<file path="config.mk">
export PLATFORM = sky130hd
export DESIGN_NAME = xor_rr_arbiter
export DESIGN_NICKNAME = d
export VERILOG_FILES = /design/src/rtl/xor_rr_arbiter.sv
export SDC_FILE = /design/constraint.sdc
export NUM_CORES = 1
export LEC_CHECK = 0
export CAP_MARGIN = 20
export CORE_ASPECT_RATIO = 1.4
export CORE_MARGIN = 3
export CORE_UTILIZATION = 50
export DETAILED_ROUTE_END_ITERATION = 16
export GPL_TIMING_DRIVEN = 0
export PLACE_DENSITY = 0.81
export SYNTH_ARGS = -nofsm -noshare
export SYNTH_HDL_FRONTEND = slang
export SYNTH_SLANG_ARGS = --single-unit
</file>
<file path="constraint.sdc">
create_clock -name clk -period 2.7 [get_ports clk]
set_input_delay 0.54 -clock clk [delete_from_list [all_inputs] [get_ports clk]]
set_output_delay 0.54 -clock clk [all_outputs]
set_load 0.01 [all_outputs]
</file>
<file path="src/rtl/xor_rr_arbiter.sv">
// Two-port round-robin front end sharing one XOR unit; operands and result are
// registered, and each port keeps a saturating accept counter.

module xor_rr_xor_unit #(
  parameter int WIDTH = 4
) (
  input  logic [WIDTH-1:0] a_i,
  input  logic [WIDTH-1:0] b_i,
  output logic [WIDTH-1:0] y_o
);
  assign y_o = a_i ^ b_i;
endmodule

// state | meaning
// IDLE  | no request in flight, either port may be accepted
// EXEC  | operands registered, shared XOR result is captured this cycle
// RESP  | result presented; a new request may be accepted as it is consumed
module xor_rr_arbiter #(
  parameter int WIDTH = 4,
  parameter int CNT_W = 8
) (
  input  logic             clk,
  input  logic             rst_n,
  input  logic             req0_valid,
  output logic             req0_ready,
  input  logic [WIDTH-1:0] req0_a,
  input  logic [WIDTH-1:0] req0_b,
  input  logic             req1_valid,
  output logic             req1_ready,
  input  logic [WIDTH-1:0] req1_a,
  input  logic [WIDTH-1:0] req1_b,
  output logic             res_valid,
  input  logic             res_ready,
  output logic [WIDTH-1:0] res_data,
  output logic             res_id,
  output logic             busy,
  output logic [CNT_W-1:0] acc0_cnt,
  output logic [CNT_W-1:0] acc1_cnt
);

  typedef enum logic [1:0] {
    IDLE = 2'd0,
    EXEC = 2'd1,
    RESP = 2'd2
  } state_e;

  localparam logic [CNT_W-1:0] CNT_MAX = '1;
  localparam logic [CNT_W-1:0] CNT_ONE = {{(CNT_W-1){1'b0}}, 1'b1};

  state_e           state_q, state_d;
  logic [WIDTH-1:0] op_a_q, op_a_d;
  logic [WIDTH-1:0] op_b_q, op_b_d;
  logic             op_id_q, op_id_d;
  logic [WIDTH-1:0] res_data_q, res_data_d;
  logic             res_id_q, res_id_d;
  logic             res_valid_q, res_valid_d;
  logic             last_grant_q, last_grant_d;
  logic [CNT_W-1:0] acc0_q, acc0_d;
  logic [CNT_W-1:0] acc1_q, acc1_d;

  logic             grant0, grant1;
  logic             accept_ok;
  logic             acc0_fire, acc1_fire, accept;
  logic [WIDTH-1:0] xor_y;

  // A contested cycle goes to the port that did not win last time.
  assign grant0    = req0_valid & (~req1_valid | last_grant_q);
  assign grant1    = req1_valid & (~req0_valid | ~last_grant_q);
  assign accept_ok = (state_q == IDLE) | ((state_q == RESP) & res_ready);

  assign req0_ready = grant0 & accept_ok;
  assign req1_ready = grant1 & accept_ok;
  assign acc0_fire  = req0_valid & req0_ready;
  assign acc1_fire  = req1_valid & req1_ready;
  assign accept     = acc0_fire | acc1_fire;

  xor_rr_xor_unit #(.WIDTH(WIDTH)) u_xor (
    .a_i (op_a_q),
    .b_i (op_b_q),
    .y_o (xor_y)
  );

  always_comb begin
    state_d      = state_q;
    op_a_d       = op_a_q;
    op_b_d       = op_b_q;
    op_id_d      = op_id_q;
    res_data_d   = res_data_q;
    res_id_d     = res_id_q;
    res_valid_d  = res_valid_q;
    last_grant_d = last_grant_q;
    acc0_d       = acc0_q;
    acc1_d       = acc1_q;

    case (state_q)
      IDLE: begin
        if (accept) state_d = EXEC;
      end
      EXEC: begin
        res_data_d  = xor_y;
        res_id_d    = op_id_q;
        res_valid_d = 1'b1;
        state_d     = RESP;
      end
      RESP: begin
        if (res_ready) begin
          res_valid_d = 1'b0;
          state_d     = accept ? EXEC : IDLE;
        end
      end
      default: begin
        state_d     = IDLE;
        res_valid_d = 1'b0;
      end
    endcase

    if (accept) begin
      op_a_d       = acc1_fire ? req1_a : req0_a;
      op_b_d       = acc1_fire ? req1_b : req0_b;
      op_id_d      = acc1_fire;
      last_grant_d = acc1_fire;
    end

    if (acc0_fire && (acc0_q != CNT_MAX)) acc0_d = acc0_q + CNT_ONE;
    if (acc1_fire && (acc1_q != CNT_MAX)) acc1_d = acc1_q + CNT_ONE;
  end

  always_ff @(posedge clk or negedge rst_n) begin
    if (!rst_n) begin
      state_q      <= IDLE;
      op_a_q       <= '0;
      op_b_q       <= '0;
      op_id_q      <= 1'b0;
      res_data_q   <= '0;
      res_id_q     <= 1'b0;
      res_valid_q  <= 1'b0;
      last_grant_q <= 1'b1;
      acc0_q       <= '0;
      acc1_q       <= '0;
    end else begin
      state_q      <= state_d;
      op_a_q       <= op_a_d;
      op_b_q       <= op_b_d;
      op_id_q      <= op_id_d;
      res_data_q   <= res_data_d;
      res_id_q     <= res_id_d;
      res_valid_q  <= res_valid_d;
      last_grant_q <= last_grant_d;
      acc0_q       <= acc0_d;
      acc1_q       <= acc1_d;
    end
  end

  assign res_valid = res_valid_q;
  assign res_data  = res_data_q;
  assign res_id    = res_id_q;
  assign busy      = (state_q != IDLE);
  assign acc0_cnt  = acc0_q;
  assign acc1_cnt  = acc1_q;

endmodule

</file>
==> flow_summary.json <==
{
  "status": "finished, final reports clean",
  "drt_iter0_markers": 20,
  "ant_nets": 0,
  "syn_nets": 178,
  "rows": 23,
  "clock_path_buffers": 2,
  "path_depth": 6,
  "worstSetupEndpointType": "output port",
  "place_hpwl_um": 2630,
  "critPathKind": "in2out",
  "pre_cts_slack_ns": -0.178,
  "start_kind": "input port",
  "cts.sinks": 34,
  "crit_family": "buffers and inverters",
  "ff2ff_path_depth": 4,
  "clock_skew_ns": 0.00486,
  "cp_max_fo": 10,
  "dr.pass1.iters": 4,
  "fp.dieW_um": 53.8,
  "drive_above_1_share_pct": 11.5,
  "dp_cells": 237,
  "grt_first_pass_wirelength_um": 5900,
  "cts_buffers": 5,
  "nNetsFinal": 230,
  "routedWlPerCell_um": 14.7,
  "worst_ep_required_time_ns": 2.16,
  "p_leak_uw": 0.000975,
  "setup_viol": 0,
  "reg2reg_from": "last_grant_q",
  "gp_congestion": 0.771,
  "post_cts_buffers": 0,
  "fin_crit_sh_pct": 92.9,
  "grt_pass1_vias": 1328,
  "critPathBufInv": 4,
  "yosys_warnings": 0,
  "grt_max_degree": 35,
  "startpoint": "res_ready",
  "slew_viol_final": 0,
  "drt-total-wl_um": 3600,
  "core_area_um2": 2960,
  "antenna_found_initial": 0,
  "crit_slowest_cell": "clkdlybuf4s50_1",
  "holdWs_ns": 0.302,
  "viasPerCell": 5.43,
  "final.setup.worst_slack_ns": 0.192,
  "multi_input_area_um2": 709,
  "root_buffer": "clkbuf_8",
  "syn_inst": 155,
  "grt_remaining_overflow": 0,
  "synthesis.area_um2": 1600,
  "areaGrowthSynthToFinish_pct": 36.6,
  "crit_path_max_incr_delay_ns": 0.47,
  "r2r-end": "acc0_cnt[7]",
  "grt.total_usage_pct": 21.0,
  "final_hold_viol_count": 0,
  "max-slew-margin-rel_pct": 52.5,
  "cts_resized": 5,
  "yosysUniqueCellTypes": 33,
  "stdcell_count": 245,
  "drcViolationCount": 0,
  "cp-endpoint": "req1_ready",
  "min_path_type": "in2async",
  "die_h_um": 72.9,
  "io_pins": 46,
  "insertedDiodeCount": 0,
  "hold_buffers": 0,
  "period_minus_slack_ns": 2.51,
  "fillers": 221,
  "path_cells": "clkdlybuf4s50_1, nand2b_2, nand4b_4, inv_2, buf_4, dlygate4sd2_1",
  "synth_area_per_cell_um2": 10.3,
  "arrival_ns": 1.97,
  "cts.reportedPaths.clkPinSlew_ns": 0.06,
  "initial_core_util_pct": 53.9,
  "io_buffers": 45,
  "synth_seq_cells": 34,
  "htreeDepth": 2,
  "rsz0062_at_grt": "no",
  "register_area_um2": 852,
  "cts_tree": "yes",
  "drv_cap": 0,
  "synth_seq_area_share_pct": 53.3,
  "clk_latency_ns": 0.29,
  "tightest_slew_ns": 0.713,
  "r2r_slack_ns": 1.12,
  "power.density_nw_per_um2": 1130,
  "vias": 1330,
  "ir_worst_vdd_mv": 0.678,
  "dieArea_um2": 3920,
  "fmax_mhz": 399
}
==> cell usage after synthesis <==
cell type | n | share of area [%]
nand2b_2 | 1 | 0.55
nand3_1 | 4 | 1.3
ha_1 | 2 | 1.6
mux2_4 | 1 | 0.94
a21oi_1 | 19 | 6.0
buf_2 | 2 | 0.63
nand2b_1 | 2 | 0.78
nand4b_4 | 2 | 3.0
and3_1 | 1 | 0.39
nor4_1 | 1 | 0.39
dfrtp_1 | 33 | 52
nor3b_1 | 1 | 0.47
nor2_1 | 12 | 2.8
o21a_1 | 1 | 0.47
nor3_1 | 4 | 1.3
and2_4 | 1 | 0.55
inv_1 | 4 | 0.94
or2_2 | 1 | 0.39
a31oi_1 | 2 | 0.78
nor2b_1 | 1 | 0.39
a21boi_0 | 1 | 0.47
o21ai_0 | 6 | 1.9
nand4_2 | 1 | 0.78
xor2_1 | 6 | 3.3
mux2_2 | 5 | 3.5
nand2_1 | 23 | 5.4
nand4_1 | 5 | 2.0
and4_4 | 1 | 0.70
and4_1 | 1 | 0.55
clkbuf_1 | 3 | 0.70
dfstp_2 | 1 | 1.6
xnor2_1 | 6 | 3.3
mux2i_1 | 1 | 0.63
==> layout by cell type, fill, tap and decap left out, types with 2 or more instances in the layout <==
master	synthesis	final
clkbuf_1	3	5
nand2b_1	2	2
nand3_1	4	4
nand2_1	23	23
inv_1	4	3
a21oi_1	19	19
clkdlybuf4s50_1	0	42
nor2_1	12	12
mux2_2	5	5
dfrtp_1	33	33
clkbuf_8	0	6
xnor2_1	6	6
a31oi_1	2	2
dlygate4sd2_1	0	2
xor2_1	6	6
nor3_1	4	4
nand4b_4	2	2
ha_1	2	2
buf_4	0	2
nand4_1	5	5
o21ai_0	6	6
==> worst register-to-register path, cell delays in order (launching register included) <==
cell	delay, ns
dfstp_2	0.55
nand2b_1	0.16
nand4b_4	0.17
nor3_1	0.23
mux2_2	0.36
==> where the power goes <==
group	switching, uW	total, uW	leakage [uW]	internal [uW]
combinational	488	1080	0.000523	595
sequential	241	998	0.000406	757
clock	172	380	0.0000455	208
==> worst min path at each step <==
stage / startpoint / cells after the start / slack (ns) / to
floorplan: rst_n / 0 / 0.24 / acc0_cnt[0]
global placement: last_grant_q / 2 / 0.46 / last_grant_q
detailed placement: res_data[3] / 2 / 0.47 / res_data[3]
CTS: rst_n / 1 / 0.33 / acc0_cnt[3]
global route: rst_n / 1 / 0.37 / acc0_cnt[1]
finish: rst_n / 1 / 0.30 / acc0_cnt[0]
==> sequential cells by signal (all words and copies together) (netlist names) <==
| register | flops |
|---|---|
| res_data | 4 |
| op_a_q | 4 |
| acc1_cnt | 8 |
| op_id_q | 1 |
| acc0_cnt | 8 |
| res_id | 1 |
| last_grant_q | 1 |
| op_b_q | 4 |
| res_valid | 1 |
| state_q | 2 |
==> area by class of cell <==
cell class,instances,area share (%)
Timing Repair Buffer,45,20.3
Sequential cell,34,39.0
Inverter,4,0.688
Tap cell,37,2.12
Buffer,5,1.20
Clock buffer,8,4.13
Multi-Input combinational cell,112,32.5
==> per-layer routing <==
| layer | share of wire (%) | global-route usage, % | up-vias |
|---|---|---|---|
| met4 | 2.7 | 9.94 | 0 |
| met1 | 38 | 23.0 | 646 |
| met2 | 54 | 36.3 | 41 |
| li1 | - | - | 634 |
| met5 | 0 | 0 | - |
| met3 | 5.8 | 5.52 | 9 |
==> through the flow <==
step / cell area (um2) / util (%) / power [uW] / TNS [ns]
floorplan: 1600 / - / 1560 / 0
global placement: 2090 / 70.7 / 2030 / -0.274
detailed placement: 2090 / 70.5 / 2090 / -0.322
CTS: 2180 / 73.6 / 2490 / 0
global route: 2180 / 73.6 / 2640 / 0
finish: 2180 / 73.6 / 2460 / 0
==> cell families after synthesis <==
kind of cell,count (synthesis),share of synthesized area (%)
multiplexers,7,5.09
buffers and inverters,9,2.27
AO/OA/AOI/OAI,29,9.55
adder cells (fa/ha/maj),2,1.57
AND/OR/NAND/NOR,62,21.6
XOR/XNOR,12,6.58
flip-flops,34,53.3
Power figures use the tool's default switching activity.
